### src/rtl/multicycle_pkg.sv
// Shared types and encodings for the multicycle RV32I controller:
// FSM states, opcodes, ALU operation codes and datapath mux selects.
package multicycle_pkg;

  typedef enum logic [3:0] {
    S_FETCH   = 4'd0,
    S_DECODE  = 4'd1,
    S_MEMADR  = 4'd2,
    S_MEMREAD = 4'd3,
    S_MEMWB   = 4'd4,
    S_MEMWRITE= 4'd5,
    S_EXECR   = 4'd6,
    S_EXECI   = 4'd7,
    S_ALUWB   = 4'd8,
    S_BRANCH  = 4'd9,
    S_JAL     = 4'd10,
    S_JALR    = 4'd11,
    S_JALR_PC = 4'd12,
    S_LUI     = 4'd13,
    S_AUIPC   = 4'd14,
    S_TRAP    = 4'd15
  } state_t;

  typedef enum logic [2:0] {
    ACLS_ADD, ACLS_RTYPE, ACLS_ITYPE, ACLS_BRANCH, ACLS_LUI
  } alu_class_t;

  localparam logic [6:0] OP_LOAD   = 7'b0000011;
  localparam logic [6:0] OP_STORE  = 7'b0100011;
  localparam logic [6:0] OP_RTYPE  = 7'b0110011;
  localparam logic [6:0] OP_ITYPE  = 7'b0010011;
  localparam logic [6:0] OP_BRANCH = 7'b1100011;
  localparam logic [6:0] OP_JAL    = 7'b1101111;
  localparam logic [6:0] OP_JALR   = 7'b1100111;
  localparam logic [6:0] OP_LUI    = 7'b0110111;
  localparam logic [6:0] OP_AUIPC  = 7'b0010111;

  localparam logic [9:0] ALU_ADD  = 10'd0;
  localparam logic [9:0] ALU_SUB  = 10'h100;
  localparam logic [9:0] ALU_BEQ  = 10'd8;
  localparam logic [9:0] ALU_BNE  = 10'd9;
  localparam logic [9:0] ALU_BLT  = 10'd10;
  localparam logic [9:0] ALU_BGE  = 10'd11;
  localparam logic [9:0] ALU_BLTU = 10'd12;
  localparam logic [9:0] ALU_BGEU = 10'd13;
  localparam logic [9:0] ALU_LUI  = 10'd14;

  localparam logic [1:0] RES_ALUOUT    = 2'b00;
  localparam logic [1:0] RES_MEM       = 2'b01;
  localparam logic [1:0] RES_ALURESULT = 2'b10;

  localparam logic [1:0] SRCA_PC    = 2'b00;
  localparam logic [1:0] SRCA_OLDPC = 2'b01;
  localparam logic [1:0] SRCA_RS1   = 2'b10;

  localparam logic [1:0] SRCB_RS2  = 2'b00;
  localparam logic [1:0] SRCB_IMM  = 2'b01;
  localparam logic [1:0] SRCB_FOUR = 2'b10;

  localparam logic [2:0] IMM_I = 3'd0;
  localparam logic [2:0] IMM_S = 3'd1;
  localparam logic [2:0] IMM_B = 3'd2;
  localparam logic [2:0] IMM_U = 3'd3;
  localparam logic [2:0] IMM_J = 3'd4;

  // funct3 010 and 011 are not defined branch conditions
  function automatic logic branch_funct3_ok(input logic [2:0] f3);
    return f3[2:1] != 2'b01;
  endfunction

endpackage

### src/rtl/multicycle_control_fsm_alu_op_decoder.sv
// Combinational ALU op decode from the instruction class selected by the FSM
// plus funct3/funct7b5.
module alu_op_decoder
  import multicycle_pkg::*;
(
  input  alu_class_t  i_class,
  input  logic [2:0]  i_funct3,
  input  logic        i_funct7b5,
  output logic [9:0]  o_alu_control
);

  logic w_imm_f7b5;
  // Only the immediate arithmetic shift carries meaning in IR[30].
  assign w_imm_f7b5 = (i_funct3 == 3'b101) & i_funct7b5;

  always_comb begin
    // NOTE: every output gets a default first so no path leaves it unassigned
    // and a latch is never inferred.
    o_alu_control = ALU_ADD;
    case (i_class)
      ACLS_RTYPE:  o_alu_control = {1'b0, i_funct7b5, 5'b0, i_funct3};
      ACLS_ITYPE:  o_alu_control = {1'b0, w_imm_f7b5, 5'b0, i_funct3};
      ACLS_BRANCH: begin
        case (i_funct3)
          3'b000:  o_alu_control = ALU_BEQ;
          3'b001:  o_alu_control = ALU_BNE;
          3'b100:  o_alu_control = ALU_BLT;
          3'b101:  o_alu_control = ALU_BGE;
          3'b110:  o_alu_control = ALU_BLTU;
          3'b111:  o_alu_control = ALU_BGEU;
          default: o_alu_control = ALU_ADD;
        endcase
      end
      ACLS_LUI:    o_alu_control = ALU_LUI;
      default:     o_alu_control = ALU_ADD;
    endcase
  end

endmodule

### src/rtl/multicycle_control_fsm.sv
// Main multicycle RV32I controller: state register plus output decode
// (Moore, with mem_ready gating and branch pc_write as the Mealy terms).
module multicycle_control_fsm
  import multicycle_pkg::*;
#(
  parameter logic [3:0] RESET_STATE = 4'd0
) (
  input  logic        clk,
  input  logic        reset,
  input  logic [6:0]  opcode,
  input  logic [2:0]  funct3,
  input  logic        funct7b5,
  input  logic        zero,
  input  logic        mem_ready,
  output logic        pc_write,
  output logic        adr_src,
  output logic        mem_req,
  output logic        mem_write,
  output logic        ir_write,
  output logic        reg_write,
  output logic [1:0]  result_src,
  output logic [1:0]  alu_src_a,
  output logic [1:0]  alu_src_b,
  output logic [2:0]  imm_src,
  output logic [9:0]  alu_control,
  output logic        illegal,
  output logic        instr_done,
  output logic [3:0]  state
);

  state_t     r_state;
  alu_class_t w_alu_class;
  logic       w_is_load;

  assign w_is_load = (opcode == OP_LOAD);
  assign state     = r_state;

  // NOTE: state uses non-blocking assignment so every flop samples pre-edge
  // values; the reset is asynchronous, so it sits in the sensitivity list.
  always_ff @(posedge clk or posedge reset) begin
    if (reset) begin
      r_state <= state_t'(RESET_STATE);
    end else begin
      case (r_state)
        S_FETCH:    if (mem_ready) r_state <= S_DECODE;
        S_DECODE: begin
          case (opcode)
            OP_LOAD, OP_STORE: r_state <= S_MEMADR;
            OP_RTYPE:          r_state <= S_EXECR;
            OP_ITYPE:          r_state <= S_EXECI;
            OP_BRANCH:         r_state <= S_BRANCH;
            OP_JAL:            r_state <= S_JAL;
            OP_JALR:           r_state <= S_JALR;
            OP_LUI:            r_state <= S_LUI;
            OP_AUIPC:          r_state <= S_AUIPC;
            default:           r_state <= S_TRAP;
          endcase
        end
        S_MEMADR:   r_state <= w_is_load ? S_MEMREAD : S_MEMWRITE;
        S_MEMREAD:  if (mem_ready) r_state <= S_MEMWB;
        S_MEMWRITE: if (mem_ready) r_state <= S_FETCH;
        S_MEMWB, S_ALUWB: r_state <= S_FETCH;
        S_EXECR, S_EXECI, S_JAL, S_JALR_PC, S_LUI, S_AUIPC:
                    r_state <= S_ALUWB;
        S_JALR:     r_state <= S_JALR_PC;
        S_BRANCH:   r_state <= branch_funct3_ok(funct3) ? S_FETCH : S_TRAP;
        default:    r_state <= r_state;
      endcase
    end
  end

  // Outputs are forced quiet while reset is high, which also kills any
  // in-flight memory strobe the moment reset arrives.
  always_comb begin
    pc_write    = 1'b0;
    adr_src     = 1'b0;
    mem_req     = 1'b0;
    mem_write   = 1'b0;
    ir_write    = 1'b0;
    reg_write   = 1'b0;
    result_src  = RES_ALUOUT;
    alu_src_a   = SRCA_PC;
    alu_src_b   = SRCB_RS2;
    imm_src     = IMM_I;
    illegal     = 1'b0;
    instr_done  = 1'b0;
    w_alu_class = ACLS_ADD;
    if (!reset) begin
      case (r_state)
        S_FETCH: begin
          mem_req    = 1'b1;
          alu_src_b  = SRCB_FOUR;
          result_src = RES_ALURESULT;
          ir_write   = mem_ready;
          pc_write   = mem_ready;
        end
        S_DECODE: begin
          alu_src_a = SRCA_OLDPC;
          alu_src_b = SRCB_IMM;
          imm_src   = IMM_B;
        end
        S_MEMADR: begin
          alu_src_a = SRCA_RS1;
          alu_src_b = SRCB_IMM;
          imm_src   = w_is_load ? IMM_I : IMM_S;
        end
        S_MEMREAD: begin
          mem_req = 1'b1;
          adr_src = 1'b1;
        end
        S_MEMWB: begin
          result_src = RES_MEM;
          reg_write  = 1'b1;
          instr_done = 1'b1;
        end
        S_MEMWRITE: begin
          mem_req    = 1'b1;
          mem_write  = 1'b1;
          adr_src    = 1'b1;
          instr_done = mem_ready;
        end
        S_EXECR: begin
          alu_src_a   = SRCA_RS1;
          w_alu_class = ACLS_RTYPE;
        end
        S_EXECI: begin
          alu_src_a   = SRCA_RS1;
          alu_src_b   = SRCB_IMM;
          w_alu_class = ACLS_ITYPE;
        end
        S_ALUWB: begin
          reg_write  = 1'b1;
          instr_done = 1'b1;
        end
        S_BRANCH: begin
          alu_src_a   = SRCA_RS1;
          w_alu_class = ACLS_BRANCH;
          if (branch_funct3_ok(funct3)) begin
            pc_write   = zero;
            instr_done = 1'b1;
          end
        end
        S_JAL, S_JALR_PC: begin
          alu_src_a = SRCA_OLDPC;
          alu_src_b = SRCB_FOUR;
          pc_write  = 1'b1;
        end
        S_JALR: begin
          alu_src_a = SRCA_RS1;
          alu_src_b = SRCB_IMM;
        end
        S_LUI: begin
          alu_src_b   = SRCB_IMM;
          imm_src     = IMM_U;
          w_alu_class = ACLS_LUI;
        end
        S_AUIPC: begin
          alu_src_a = SRCA_OLDPC;
          alu_src_b = SRCB_IMM;
          imm_src   = IMM_U;
        end
        S_TRAP:  illegal = 1'b1;
        default: ;
      endcase
    end
  end

  alu_op_decoder u_alu_op_decoder (
    .i_class       (w_alu_class),
    .i_funct3      (funct3),
    .i_funct7b5    (funct7b5),
    .o_alu_control (alu_control)
  );

endmodule

### config.mk
export PLATFORM = sky130hd
export DESIGN_NAME = multicycle_control_fsm
export DESIGN_NICKNAME = d
export VERILOG_FILES = /design/src/rtl/multicycle_pkg.sv /design/src/rtl/multicycle_control_fsm_alu_op_decoder.sv /design/src/rtl/multicycle_control_fsm.sv
export SDC_FILE = /design/constraint.sdc
export NUM_CORES = 1
export LEC_CHECK = 0
export BUFFER_PORTS_ARGS = -buffer_cell sky130_fd_sc_hd__buf_2
export CAP_MARGIN = 25
export CORE_UTILIZATION = 30
export DETAILED_ROUTE_END_ITERATION = 8
export HOLD_SLACK_MARGIN = 0.12
export PLACE_DENSITY = 0.6
export SYNTH_ARGS = -nofsm -noshare
export SYNTH_HDL_FRONTEND = slang
export SYNTH_SLANG_ARGS = --single-unit
### constraint.sdc
create_clock -name clk -period 1.35 [get_ports clk]
set_input_delay 0.0675 -clock clk [delete_from_list [all_inputs] [get_ports clk]]
set_output_delay 0.0675 -clock clk [all_outputs]
set_load 0.01 [all_outputs]
==> summary.txt <==
Detailed routing
  • Detail Route Antenna Nets: 0
  • Average vias per placed instance: ~5.4
  • Total via count in the routed design: between 1000 and 1500
  • Post-DR wirelength/cell: about 14 um
  • DRC violations left: 0
  • Number of iterations in the first detailed-routing pass: 4
  • Post-Route WL: approximately 3.4 mm
  • Starting DRC count in detailed routing: 30

GRT
  • Overflow after GRT: 0
  • Initial antenna violation count: 0
  • Via count of the first global-routing pass: 1118
  • Maximum number of pins on one net before global-route repair: 12
  • GRT Util Overall: between 20% and 30%
  • First-pass GRT wire length: ~4.8 mm

Timing
  • Setup violators final: 23
  • Fmax: 601 MHz
  • Worst-case clock skew: about 3.7 ps
  • Total negative setup slack: -4170 ps
  • Final Critical Period: approximately 1700 ps
  • Worst slew margin: between 60% and 70%
  • Transition at the pin with the smallest max-transition slack: around 550 ps
  • Number of slew-limit violations in the final report: 0
  • Worst Setup Slack, final: -315 ps
  • Unrepaired setup endpoints after global routing: yes
  • Final hold violation count: 0
  • Share of the cycle needed by the critical path after routing: 123%

Finish
  • Area of the multi-input gates: about 840 um^2
  • Flip-flop count of the largest register, all copies and words added: 4
  • Net total in the final layout: around 220
  • Count of fill cells added during filler insertion: 233
  • Ratio of cells with drive above 1 in the final layout: 64.9%
  • Relative area change from synthesis to final layout: 94.8%
  • Ant. Diodes: 0
  • FF/Latch Area: between 100 and 150 um^2

CTS
  • Number of H-tree levels: 1
  • Buffer depth of the longest clock path: 2
  • CTS sink cnt: 4
  • Clock latency on the worst-skew pair: about 240 ps
  • Clock root buffer: sky130_fd_sc_hd__clkbuf_4
  • Number of buffers created by CTS: 3
  • Clock slew at reported path FFs: around 40 ps
  • CTS tree: yes

Worst setup path
  • Worst path arrival time: 1600 ps
  • Critical register-to-register path startpoint: state[3]$_DFFE_PP0P_
  • Worst Path Max Fanout: 8
  • Critical path launch point: state[2]$_DFFE_PP0P_
  • Worst Setup End Kind: output port
  • Critical-path cell with the highest stage delay: sky130_fd_sc_hd__dfrtp_2
  • Delay contributed by the slowest stage of the critical path: between 400 and 500 ps
  • Kind of critical path: reg2out
  • CP Data Required Time: about 1300 ps
  • Startpoint type of the worst setup path: register
  • Cell chain of the critical path: nor2_2 > o311ai_4 > a221oi_2 > buf_2

Outcome
  • Status: finished, violations left
  • Violated checks: setup timing

Placement
  • GP Congestion: 0.863
  • Detailed Place HPWL: about 2.3 mm
  • Count of port buffers added during placement: 39

Pwr
  • Worst supply voltage drop on vdd: ~1200 uV
  • Cell area power density: about 1900 mW/mm^2
  • Cell leakage power: 0.000744 uW
  • Total power: approximately 3000 uW

Die
  • Floorplan die area: roughly 0.0030 mm^2
  • Die outline width: 54.8 um
  • Height of the chip: ~55 um
  • Cell Rows: 18
  • Boundary pin count: 46
  • Starting density of the core: around 33%
  • Area inside the core boundary: about 0.0026 mm^2

Logic synthesis
  • Yosys warnings: 0
  • Number of synthesized flops with an enable pin: 0
  • FF+latch count, synth: 4
  • Number of instances in the synthesized netlist: ~130
  • Mean post-synth cell area: 6.54 um^2
  • Library cells used by synthesis: 43
  • Post-synthesis sequential area ratio: 12.0%
  • Synth async-reset ratio: 100%
  • Summed instance area of the synthesized netlist: about 840 um^2
  • Top flip-flop cell by instance count after synthesis: sky130_fd_sc_hd__dfrtp_1

Run
  • Number of violations of the max-capacitance limit: 0

Hold path
  • Startpoint of the lowest-slack hold path: opcode[0]
  • Min-Delay Path Class: in2reg
-- final timing paths --
| kind | end | slack [ps] | depth (start not counted) |
|---|---|---|---|
| max | imm_src[0] | -310 | 4 |
| min | state[3]$_DFFE_PP0P_ | 250 | 4 |
| max reg2reg | state[2]$_DFFE_PP0P_ | -260 | 5 |
| min reg2reg | state[1]$_DFFE_PP0P_ | 710 | 3 |
| max in group asynchronous | state[0]$_DFFE_PP0P_ | 680 | 3 |
| min in group asynchronous | state[2]$_DFFE_PP0P_ | 470 | 3 |
-- layout make-up --
class                   count  area share [%]
multi-input cells         109            51.7
repair buffers             85            36.8
flip-flops and latches      4            6.45
well taps                  30            2.30
clock buffers               3            1.38
inverters                   4            1.38
-- worst max-delay path, delay by kind of cell, from the launching register on --
family          cells  cell delay [ps]
compound gates      2              470
flops               1              460
simple gates        1              250
buf+inv             1              170
-- synth_stat cells, types with 3 or more instances --
cell type                   n  share of area, %
sky130_fd_sc_hd__xnor2_1    3               3.1
sky130_fd_sc_hd__nand3_1    3               1.8
sky130_fd_sc_hd__dfrtp_1    4                12
sky130_fd_sc_hd__nor3_1     4               2.4
sky130_fd_sc_hd__a21oi_1   15               9.0
sky130_fd_sc_hd__nor3b_1    4               3.6
sky130_fd_sc_hd__or3_1      3               2.2
sky130_fd_sc_hd__buf_2      3               1.8
sky130_fd_sc_hd__o21ai_0    7               4.2
sky130_fd_sc_hd__nor2b_1    5               3.7
sky130_fd_sc_hd__nor2_1    12               5.4
sky130_fd_sc_hd__nor4_1     4               3.0
sky130_fd_sc_hd__inv_1      3               1.3
sky130_fd_sc_hd__buf_1      3               1.3
sky130_fd_sc_hd__clkbuf_1   3               1.3
sky130_fd_sc_hd__o211ai_1   4               3.6
sky130_fd_sc_hd__nand2_1   13               5.8
sky130_fd_sc_hd__buf_4      6               5.4
-- timing repair --
item	4_1_cts	5_1_grt
setup endpoints to repair	24	25
hold endpoints to repair	4	0
cloned	0	0
buffers inserted	10	8
pin swaps	9	12
gates resized for setup	45	18
hold buffers	1	0
-- cell families (layout without fill, tap and decap cells) --
logic type,after synthesis,after routing,synth area share (%)
AND/OR/NAND/NOR,62,62,41.0
AO/OA/AOI/OAI,37,37,30.0
buffers and inverters,20,92,12.3
flip-flops,4,4,12.0
XOR/XNOR,3,3,3.14
other,1,6,0.448
multiplexers,1,1,1.20
-- layout by cell type, fill, tap and decap left out, types with 3 or more instances in the layout --
cell / instances
sky130_fd_sc_hd__buf_2: 36
sky130_fd_sc_hd__o211ai_1: 4
sky130_fd_sc_hd__nor2_1: 7
sky130_fd_sc_hd__a21oi_1: 8
sky130_fd_sc_hd__conb_1: 6
sky130_fd_sc_hd__nor2_2: 3
sky130_fd_sc_hd__clkbuf_4: 3
sky130_fd_sc_hd__nand2_1: 8
sky130_fd_sc_hd__nor2b_1: 4
sky130_fd_sc_hd__dfrtp_2: 4
sky130_fd_sc_hd__or3_1: 3
sky130_fd_sc_hd__a21oi_2: 7
sky130_fd_sc_hd__nand2_4: 3
sky130_fd_sc_hd__buf_4: 35
sky130_fd_sc_hd__buf_6: 13
sky130_fd_sc_hd__nor3b_1: 3
sky130_fd_sc_hd__o21ai_1: 4
-- metrics by stage --
step / area [um^2] / cells / setup WS, ps / utilization [%] / hold slack [ps]
floorplan: 917 / 133 / -53.4 / - / 102
global placement: 1250 / 214 / -161 / 48.7 / 108
detailed placement: 1250 / 214 / -189 / 48.7 / 98.5
CTS: 1510 / 228 / -272 / 58.8 / 237
global route: 1630 / 235 / -348 / 63.5 / 272
finish: 1630 / 235 / -315 / 63.5 / 249
-- power breakdown --
group	total [uW]	internal [uW]	switching, uW
logic	2600	1360	1240
clock network	148	99.3	48.4
registers	282	182	100
-- per-layer routing --
layer	routed length, um	up-vias	global-route usage, %
met5	0	-	0
met2	1880	54	43.0
met3	166	8	1.67
met1	1300	601	24.0
li1	-	609	-
met4	57	0	9.40
No activity file was read; power rests on OpenSTA's default activity.
